## config.mk

```make
export PLATFORM = sky130hd
export DESIGN_NAME = if_fetch_redirect
export DESIGN_NICKNAME = d
export VERILOG_FILES = /design/src/rtl/if_fetch_redirect.sv
export SDC_FILE = /design/constraint.sdc
export NUM_CORES = 1
export LEC_CHECK = 0
export ABC_AREA = 1
export BUFFER_PORTS_ARGS = -buffer_cell sky130_fd_sc_hd__buf_2
export CAP_MARGIN = 20
export CORE_AREA = 2 2 113 115
export CTS_CLUSTER_SIZE = 20
export DETAILED_ROUTE_END_ITERATION = 8
export DIE_AREA = 0 0 115 117
export HOLD_SLACK_MARGIN = 0.02
export PLACE_DENSITY = 0.86
export REMOVE_ABC_BUFFERS = 1
export SYNTH_ARGS = -nofsm -noshare
export SYNTH_HDL_FRONTEND = slang
export SYNTH_SLANG_ARGS = --single-unit
```

## constraint.sdc

```tcl
create_clock -name clk -period 3.54 [get_ports clk]
set_input_delay 0.177 -clock clk [delete_from_list [all_inputs] [get_ports clk]]
set_output_delay 0.177 -clock clk [all_outputs]
set_load 0.005 [all_outputs]
```

## src/rtl/if_fetch_redirect.sv

```systemverilog
// IF-stage fetch sequencer: owns the PC, runs the imem req/gnt/rvalid handshake, and produces the ID squash window.
// Optional build macro MISALIGN_TRAP_EN: misaligned redirect targets are reported instead of fetched.
module if_fetch_redirect #(
    parameter logic [31:0] RESET_PC    = 32'h0000_0000,
    parameter logic [31:0] NOP_INST    = 32'h0000_0013,
    parameter int unsigned BJ_SQUASH   = 2,
    parameter int unsigned MRET_SQUASH = 1
) (
    input  logic        clk,
    input  logic        rst,
    input  logic        stall,
    output logic        imem_req,
    output logic [31:0] imem_addr,
    input  logic        imem_gnt,
    input  logic        imem_rvalid,
    input  logic [31:0] imem_rdata,
    input  logic        ex_bj_taken,
    input  logic [31:0] ex_bj_target,
    input  logic        ex_mret,
    input  logic [31:0] csr_mepc,
    input  logic        trap_valid,
    input  logic [31:0] csr_mtvec,
    output logic [31:0] if_pc,
    output logic [31:0] if_inst,
    output logic        if_valid,
    output logic        squash_id,
    output logic        squash_is_mret,
    output logic        redirect_busy
`ifdef MISALIGN_TRAP_EN
    ,
    output logic        fetch_misalign,
    output logic [31:0] fetch_misalign_addr
`endif
);

    typedef enum logic [1:0] {IDLE, REQ, WAIT, DROP} state_e;

    localparam logic [1:0] BJ_CNT   = 2'(BJ_SQUASH);
    localparam logic [1:0] MRET_CNT = 2'(MRET_SQUASH);

    state_e      state_q, state_d;
    logic [31:0] pc_q, pc_d;
    logic [31:0] if_pc_q, if_pc_d;
    logic [31:0] if_inst_q, if_inst_d;
    logic        if_valid_q, if_valid_d;
    logic [1:0]  cnt_q, cnt_d;
    logic        is_mret_q, is_mret_d;
    logic        busy_q, busy_d;

    logic        redir;
    logic        redir_mret;
    logic        redir_bad;
    logic        park_d;
    logic        capture;
    logic [31:0] redir_raw;
    logic [31:0] redir_target;
    state_e      resume_state;

    // Redirect source priority: trap > mret > branch/jump.
    always_comb begin
        redir      = trap_valid | ex_mret | ex_bj_taken;
        redir_mret = trap_valid | ex_mret;
        if (trap_valid) begin
            redir_raw = csr_mtvec;
        end else if (ex_mret) begin
            redir_raw = csr_mepc;
        end else begin
            redir_raw = ex_bj_target;
        end
        redir_target = redir_raw & ~32'h0000_0003;
    end

`ifdef MISALIGN_TRAP_EN
    logic        park_q;
    logic        fetch_misalign_q, fetch_misalign_d;
    logic [31:0] fetch_misalign_addr_q, fetch_misalign_addr_d;

    // A misaligned target parks the fetcher until a trap redirect arrives.
    always_comb begin
        redir_bad             = redir & (redir_raw[1:0] != 2'b00);
        park_d                = trap_valid ? redir_bad : (park_q | redir_bad);
        fetch_misalign_d      = redir_bad;
        fetch_misalign_addr_d = redir_bad ? redir_raw : fetch_misalign_addr_q;
    end

    always_ff @(posedge clk) begin
        if (rst) begin
            park_q                <= 1'b0;
            fetch_misalign_q      <= 1'b0;
            fetch_misalign_addr_q <= 32'h0;
        end else begin
            park_q                <= park_d;
            fetch_misalign_q      <= fetch_misalign_d;
            fetch_misalign_addr_q <= fetch_misalign_addr_d;
        end
    end

    assign fetch_misalign      = fetch_misalign_q;
    assign fetch_misalign_addr = fetch_misalign_addr_q;
`else
    assign redir_bad = 1'b0;
    assign park_d    = 1'b0;
`endif

    // A response in WAIT is only kept when no redirect kills it in the same cycle.
    assign capture = (state_q == WAIT) && imem_rvalid && !redir;

    // NOTE: sequential state uses non-blocking assignments so every flop samples pre-edge values.
    always_ff @(posedge clk) begin
        if (rst) begin
            state_q <= IDLE;
        end else begin
            state_q <= state_d;
        end
    end

    // NOTE: every comb output gets a default first so no path can infer a latch.
    always_comb begin
        state_d      = state_q;
        resume_state = (stall || park_d) ? IDLE : REQ;
        case (state_q)
            IDLE: begin
                if (!stall && !park_d) state_d = REQ;
            end
            REQ: begin
                if (redir) begin
                    state_d = imem_gnt ? DROP : (park_d ? IDLE : REQ);
                end else if (imem_gnt) begin
                    state_d = WAIT;
                end
            end
            WAIT: begin
                if (imem_rvalid) begin
                    state_d = resume_state;
                end else if (redir) begin
                    state_d = DROP;
                end
            end
            DROP: begin
                if (imem_rvalid) state_d = resume_state;
            end
            default: state_d = IDLE;
        endcase
    end

    always_comb begin
        imem_req       = (state_q == REQ);
        imem_addr      = pc_q;
        if_pc          = if_pc_q;
        if_valid       = if_valid_q;
        squash_id      = (cnt_q != 2'd0);
        squash_is_mret = is_mret_q && (cnt_q != 2'd0);
        if_inst        = (cnt_q != 2'd0) ? NOP_INST : if_inst_q;
        redirect_busy  = busy_q;
    end

    always_comb begin
        pc_d       = pc_q;
        if_pc_d    = if_pc_q;
        if_inst_d  = if_inst_q;
        if_valid_d = if_valid_q;
        cnt_d      = (cnt_q != 2'd0) ? cnt_q - 2'd1 : 2'd0;
        is_mret_d  = is_mret_q;
        busy_d     = busy_q;

        if (capture) begin
            if_valid_d = 1'b1;
            if_inst_d  = imem_rdata;
            if_pc_d    = pc_q;
            pc_d       = pc_q + 32'd4;
            busy_d     = 1'b0;
        end else if (!stall) begin
            if_valid_d = 1'b0;
        end

        // A held instruction is younger than the redirecting one, so it is turned into a NOP.
        if (redir) begin
            pc_d      = redir_target;
            if_inst_d = NOP_INST;
            cnt_d     = redir_mret ? MRET_CNT : BJ_CNT;
            is_mret_d = redir_mret;
            busy_d    = !redir_bad;
        end
    end

    always_ff @(posedge clk) begin
        if (rst) begin
            pc_q       <= RESET_PC;
            if_pc_q    <= RESET_PC;
            if_inst_q  <= NOP_INST;
            if_valid_q <= 1'b0;
            cnt_q      <= 2'd0;
            is_mret_q  <= 1'b0;
            busy_q     <= 1'b0;
        end else begin
            pc_q       <= pc_d;
            if_pc_q    <= if_pc_d;
            if_inst_q  <= if_inst_d;
            if_valid_q <= if_valid_d;
            cnt_q      <= cnt_d;
            is_mret_q  <= is_mret_d;
            busy_q     <= busy_d;
        end
    end

endmodule

```

== Word-level counts from Yosys, hierarchy flattened ==
Cells that the tools add are included.
Storage, ports and cells
  bits in latches: 0
  logic and storage cells: 51
  register bits: 103
  bits in read-only memories: 0
  memories: 0
  bits in writable memories: 0
  input bits: 136
  output and inout bits: 101
Cells by class
  order comparisons: 0
  reductions and logical operators: 9
  bitwise gates (word level): 2
  $add $sub $neg: 2
  multiplexer cells: 21
  divide/modulo/power cells: 0
  equal/unequal tests: 8
  shifts and indexed selects: 0
  multiply operators: 0
Operator list (number)
  32-bit 2-to-1 mux: 5
  32-bit by 3-bit adder with 32-bit output, second input constant: 1
  2-bit 2-to-1 mux: 10
  2-bit case mux with 4 select lines: 1
  1-bit 2-to-1 mux: 5
  2-bit equality test, second input constant: 2
  2-bit inequality test, second input constant: 2
  4-bit AND reduction: 1
  2-bit nonzero test: 2
  1-bit logical AND: 3
  3-bit by 1-bit inequality test with 1-bit output, second input constant: 1
  3-bit inequality test, second input constant: 1
  2-bit by 1-bit equality test with 1-bit output, second input constant: 1
  2-bit logical NOT: 1
  2-bit by 1-bit inequality test with 1-bit output, second input constant: 1
  1-bit bitwise OR: 2
  2-bit OR reduction: 1
  2-bit by 1-bit subtractor with 2-bit output, second input constant: 1
  1-bit logical NOT: 1

== Longest topological paths before layout ==
Gate-level depths: netlist (run 1).
  depth in word-level cells: 6
  depth in mapped cells: 10
  gate-level depth less buffers: 10

== Worst setup path before layout (run 1) ==
Ideal clock, no wire load.
  kind: register to register
  start: register pc_q[3], in the netlist imem_addr[3]
  end: register pc_q[28], in the netlist imem_addr[28]
  arrival time: 1308 ps
  slack: 2112 ps
  data required time: 3421 ps
  stages on the path, launching flop included: 11
  path through: dfxtp_1 -> ha_1 -> nand2_1 -> nor2_2 -> nand2_2 -> nor2_2 -> nand2_1 -> nand2_1 -> nand2_1 -> nand2_1 -> a21oi_1
On the way
  cells in the longest elaborated chain, start to end: 3
Ends and longest elaborated chain
  start: declaration: RTL line 42  | logic [31:0] pc_q, pc_d;
  start signal: assignment: RTL line 196  | pc_q <= pc_d;
  32-bit by 3-bit adder with 32-bit output: RTL line 170  | pc_d = pc_q + 32'd4;
  32-bit 2-to-1 mux: RTL line 166  | if (capture) begin
  32-bit 2-to-1 mux: RTL line 177  | if (redir) begin
Every way passes these cells. The select of a mux whose other input is x is not followed.
A chain may end at the register's enable or synchronous reset.

== Worst setup path in the final report (run 1) ==
  start: register cnt_q[1]
  end: output port if_inst[0]
On the way
  cells in the longest elaborated chain, start to end: 2
Ends and longest elaborated chain
  start: declaration: RTL line 46  | logic [1:0] cnt_q, cnt_d;
  start signal: assignment: RTL line 200  | cnt_q <= cnt_d;
  2-bit nonzero test: RTL line 153  | if_inst = (cnt_q != 2'd0) ? NOP_INST : if_inst_q;
  32-bit 2-to-1 mux: RTL line 153
  end: declaration: RTL line 24  | output logic [31:0] if_inst,
Every way passes these cells.

==> impl_metrics.toml, run 1 <==
[outcome]
status = "finished clean"

[placed_design]
detailedPlacementHpwl_mm = 12.19
port-buffer-count = 226
dp.cells = 1165
weighted_congestion_at_the_end_of_routability_driven_global_placement = 0.8541

[yosys]
syn-mean-instance-area_sq_um = 6.420
netlist_instances = 833
seq_area_frac_synth_pct = 37.06
synthesis.area_sq_mm = 0.005348
yosys_register_bits = 99
yosys.area.top_type = "dfxtp_1"
ys_warn_count = 0
yosys.cell_types.count = 34
yosysTopAreaCellShare_pct = 37.06
post-synth-top-count-cell = "nand2_1"
dominantRegCellSynth = "dfxtp_1"
postSynth.asyncResetShare_pct = 0
edff_count_synth = 0
synth.top_cells.by_count = "nand2_1 (168), nor2_1 (120), a21oi_1 (115)"
synth_area_leaders = "dfxtp_1 (37%), nand2_1 (12%), a21oi_1 (11%)"

[sta]
timing_hold_violations_final = 0
min_period_ns = 2.037
fin_setup_tns_ns = 0
final-max-slew-violation-count = 0
fin_worst_skew_ns = 0.007792
final.period_utilization_pct = 57.54
worst_slew_margin_rel_pct = 34.58
unrepaired_setup_endpoints_after_global_routing = "no"
maxClockFrequency_mhz = 491.0
finalSetupViolCount = 0
timing_worst_slew_pin_value_ns = 0.9802

[floorplan]
fp.dieArea_sq_mm = 0.01346
placementRows = 41
core_sq_mm = 0.01231
die_h_um = 117
start_util_pct = 43.43
ioPinCount = 237
die_x_um = 115

[clock_tree]
postCtsSetupBuffers = 0
hold_buffers_post_cts = 0
numCtsBuffers = 9
clock_latency_ns = 0.34
clock_tree.htree_level_count = 3
clock-sinks = 99
tritoncts_clock_tree = "done"
clock_tree_buffer_depth = 2
clock_tree.root_cell = "clkbuf_16"
post_cts_resize_count = 0
path_clk_slew_ns = 0.06

[global_routing]
gr-total-overflow = 0
antenna_violations_before_repair = 0
first_pass_grt_wire_length_mm = 26.08
first_global_vias = 5344
grtUsageTotal_pct = 24.75
grt_max_degree = 58

[final_layout]
nets = 1164
final_layout_size_suffix_gt1_share_pct = 25.68
finish.cell_count_without_fillers = 1182
signed_area_change_from_the_synthesized_netlist_to_the_final_layout_pct = 26.53
antenna_cells_inserted = 0

[critical_path]
r2r_slack_ns = 1.63
worst-setup-path-type = "flop to primary output"
worstSetupEndpointType = "primary output"
worst_ep_arrival_time_ns = 1.86
critical_path_peak_fanout = 33
timing.critical_path.from_type = "flop"
crit_required_ns = 3.36

[routing]
ant_nets = 0
drt_drc_violations_left = 0
route.detailed.wl_per_inst_um = 14.52
number_of_vias_after_detailed_routing = 6175
drt-total-wl_mm = 17.17
drt_iter0_markers = 347
post_drt_via_cell_ratio = 5.224
drtPass1Iterations = 5

[power]
leakage_component_of_the_power_nw = 3.173
ir_worst_vdd_v = 0.0001903
power.total_mw = 2.587
total_switching_power_uw = 676.6
clockPowerShare_pct = 39.5
p_int_mw = 1.910
switching_share_pct = 26.15
seq_power_share_pct = 46.6
power.combinational.fraction_pct = 13.9
power.density_mw_per_mm2 = 382.3

[hold_path]
holdCritPathClass = "input port to flop"

[run]
max-cap-violations = 0
power by group through the flow:
stage / Clock (mW) / Sequential (mW) / Combinational [mW]
5_1_grt: 1.10 / 1.21 / 0.406
4_1_cts: 1.04 / 1.20 / 0.357
3_3_place_gp: 0 / 1.23 / 0.348
3_5_place_dp: 0 / 1.23 / 0.354
6_report: 1.02 / 1.21 / 0.361
2_1_floorplan: 0 / 1.22 / 0.176
per-stage QoR:
step                hold WS [ns]  util [%]  cell area [sq um]  setup slack, ns
floorplan                 0.2461         -               5060            1.223
global placement          0.3861     52.24               6431            1.248
detailed placement        0.4100     52.24               6431            1.191
CTS                      0.04962     54.74               6739            1.512
global route             0.06721     54.96               6766            1.385
finish                   0.06857     54.96               6766            1.503
worst paths after layout:
path                 startpoint             to  cells past startpoint
hold reg to reg   if_inst_q[17]  if_inst_q[17]                      2
setup / recovery       cnt_q[1]     if_inst[0]                      4
hold / removal    imem_rdata[4]   if_inst_q[4]                      3
setup reg to reg     state_q[1]   if_inst_q[6]                      8
state kept, by name (all words and copies together), names as in the netlist:
register,count
if_pc,30
cnt_q,2
imem_addr,30
if_valid,1
state_q,2
if_inst_q,32
is_mret_q,1
redirect_busy,1
cells by family (layout without fill, tap and decap cells):
logic type                 after synthesis  after routing  synth area share (%)
xor gates and xnor gates                 2              2                0.3276
and+or+nand+nor                        355            355                 27.70
AOI/OAI and AO/OA                      246            246                 23.75
buffers and inverters                  129            325                 10.86
adders and majority gates                1              1                0.2339
other                                    1              4               0.07012
DFF                                     99             99                 37.06
cells in the final DEF (no fill, tap or decap), types with 2 or more instances in the layout:
| master | instances |
|---|---|
| nor3_1 | 2 |
| dfxtp_1 | 99 |
| buf_2 | 226 |
| nor2_1 | 120 |
| nor2_2 | 3 |
| clkbuf_8 | 3 |
| nand2_1 | 168 |
| xor2_1 | 2 |
| inv_1 | 70 |
| nand3_1 | 44 |
| conb_1 | 4 |
| nor2_4 | 3 |
| clkbuf_16 | 9 |
| buf_4 | 7 |
| nand4_1 | 2 |
| a31oi_1 | 7 |
| a21oi_1 | 115 |
| o21ai_0 | 108 |
| o21ai_1 | 5 |
| or2_2 | 4 |
| a211oi_1 | 2 |
| inv_2 | 5 |
| o211ai_1 | 7 |
| clkbuf_1 | 3 |
| nand3b_1 | 4 |
worst max-delay path, cell delays in order (launching register included):
cell	delay, ns
dfxtp_1	0.36
nor2_1	0.07
inv_1	0.71
or2_2	0.26
buf_2	0.11
area by class of cell:
class	count	area (sq um)
fill	1243	5545
multi-input combinational	608	2796
sequential	99	1982
timing repair buffer	234	1211
inverter	75	281.5
clock buffer	15	277.8
tap	150	187.7
clock inverter	1	30.03
routing by layer:
metal	track usage, %	part of all wire [%]	vias to the layer above
met2	43.10	47	264
met4	8.996	2.1	0
met1	30.67	43	2785
met5	0	0	-
li1	-	-	3099
met3	4.583	8.1	27
Note: power is estimated with default switching activity, not from simulation.
==> inputs of run 2 (changes only) <==
- clock period: 3.54 -> 2 ns (I/O delays scaled with it)
==> impl_metrics.toml, run 2 (synthesis gave the netlist of run 1 again) <==
[sta]
fin_worst_skew_ns = 0.006134
setup_ws_ns = 0.05477
timing_worst_slew_pin_value_ns = 0.9069
timing.hold.ws_ns = 0.03388
final.period_utilization_pct = 97.26
maxClockFrequency_mhz = 514.1
fin_setup_tns_ns = 0
finalSetupViolCount = 0
worst_slew_margin_rel_pct = 39.47
final-max-slew-violation-count = 0
timing_hold_violations_final = 0
unrepaired_setup_endpoints_after_global_routing = "yes"
min_period_ns = 1.945

[global_routing]
grtUsageMet1_pct = 31.42
antenna_violations_before_repair = 1
grt-busiest-layer = "met2"
grt_max_degree = 66
gr-usage-met2_pct = 42.31
first_global_vias = 5365
use_met3_pct = 4.789
grtUsageTotal_pct = 24.57
first_pass_grt_wire_length_mm = 26.19
gr-total-overflow = 0

[final_layout]
registers.top_by_ff_count = "if_inst_q"
antenna_cells_inserted = 0
largest_register_ffs = 32
utilization_pct = 55.97
signed_area_change_from_the_synthesized_netlist_to_the_final_layout_pct = 28.85
final_layout_size_suffix_gt1_share_pct = 26.27
layout_common_cells = "buf_2 (226), nand2_1 (168), nor2_1 (120)"
nets = 1176
number_of_filler_instances_in_the_final_layout = 1235
layout.cells.most_common = "buf_2"

[clock_tree]
clock_latency_ns = 0.34
clock-sinks = 99
post_cts_resize_count = 0
clock_tree_buffer_depth = 2
path_clk_slew_ns = 0.06
tritoncts_clock_tree = "done"
numCtsBuffers = 9
clock_tree.htree_level_count = 3
clock_tree.root_cell = "clkbuf_16"

[routing]
number_of_vias_after_detailed_routing = 6190
post_drt_via_cell_ratio = 5.189
route.detailed.wl_per_inst_um = 14.40
ant_nets = 0
drt_drc_violations_left = 0
drtPass1Iterations = 5
drt_iter0_markers = 413
drt-total-wl_mm = 17.18

[power]
power.combinational.fraction_pct = 14.1
leakage_component_of_the_power_nw = 3.240
ir_worst_vdd_v = 0.0003445
switching_share_pct = 25.97
total_switching_power_mw = 1.201
seq_power_share_pct = 46.2
power.total_mw = 4.623
power.density_mw_per_mm2 = 670.9
clockPowerShare_pct = 39.7
p_int_mw = 3.422

[critical_path]
r2r_slack_ns = 0.25
worstRegToRegCells = 9
timing.rr.end = "imem_addr[3]"
cp_slowest_stage_delay_ns = 0.46
worst_ep_arrival_time_ns = 1.85
crit_required_ns = 1.90
worst-setup-path-type = "flop to primary output"
cp_cell_instances = "nor2_1 -> inv_1 -> or2_2 -> buf_2"
cp_slowest_cell = "or2_2"
timing.critical_path.from_type = "flop"
worstSetupEndpointType = "primary output"
critical_path_peak_fanout = 31
timing.rr.start = "state_q[1]"

[placed_design]
detailedPlacementHpwl_mm = 12.59
port-buffer-count = 226
weighted_congestion_at_the_end_of_routability_driven_global_placement = 0.8631
pre_cts_slack_ns = 0.2223

[hold_path]
hold_end = "if_inst_q[19]"
min_delay_path_depth = 3
holdCritPathClass = "input port to flop"
hold_path.startpoint = "imem_rdata[19]"

[floorplan]
ioPinCount = 237
die_h_um = 117
core_sq_mm = 0.01231
die_x_um = 115
placementRows = 41
start_util_pct = 43.43
fp.dieArea_sq_mm = 0.01346

[outcome]
status = "finished clean"

[run]
max-cap-violations = 0
[run 2: cell types whose count changed in the layout (fill, tap and decap cells not counted)]
cell | before | now
buf_12 | 0 | 3
buf_16 | 1 | 0
buf_4 | 7 | 13
clkbuf_1 | 3 | 1
clkbuf_8 | 3 | 4
dlygate4sd3_1 | 0 | 4
[run 2: worst max path at each step]
stage                          start       endpoint  slack (ns)
after floorplan           state_q[1]  imem_addr[12]       -0.32
after global placement       ex_mret   imem_addr[3]        0.22
after detailed placement     ex_mret   imem_addr[3]        0.22
after CTS                   cnt_q[1]     if_inst[7]        0.04
after global routing        cnt_q[1]    if_inst[17]       -0.05
final                       cnt_q[1]     if_inst[0]        0.05
[run 2: worst max-delay path, delay by kind of cell (launching register included)]
family                 cells  cell delay [ns]
AND/OR/NAND/NOR            2             0.62
buffers and inverters      2             0.54
flip-flops                 1             0.32
[run 2: area by class of cell]
type / instances / area, sq um / share of cell area [%]
multi-input cells: 608 / 2796 / 40.58
repair buffers: 246 / 1329 / 19.28
flip-flops and latches: 99 / 1982 / 28.76
clock inverters: 1 / 30.03 / 0.4358
clock buffers: 14 / 284.0 / 4.122
well taps: 150 / 187.7 / 2.724
inverters: 75 / 281.5 / 4.086
[run 2: power groups by stage]
stage / registers [mW] / clock network, mW / logic [mW]
final: 2.13 / 1.84 / 0.654
after global routing: 2.14 / 1.95 / 0.736
after CTS: 2.13 / 1.88 / 0.653
after detailed placement: 2.18 / 0 / 0.643
after global placement: 2.17 / 0 / 0.635
after floorplan: 2.16 / 0 / 0.311
[run 2: metal layers]
layer / vias up / wire length [um]
met3: 12 / 1444
met1: 2750 / 7516
met5: - / 0
met4: 0 / 157
li1: 3131 / -
met2: 297 / 8061
[run 2: repair_timing]
item / CTS / global route
buffers inserted: 0 / 0
setup endpoints to repair: 0 / 7
endpoints found under the hold margin: 4 / 0
hold buffers: 4 / 0
[run 2: through the flow]
stage,cell area [sq um],instances
floorplan,5060,782
global placement,6536,1174
detailed placement,6536,1174
CTS,6890,1193
global route,6890,1193
finish,6890,1193
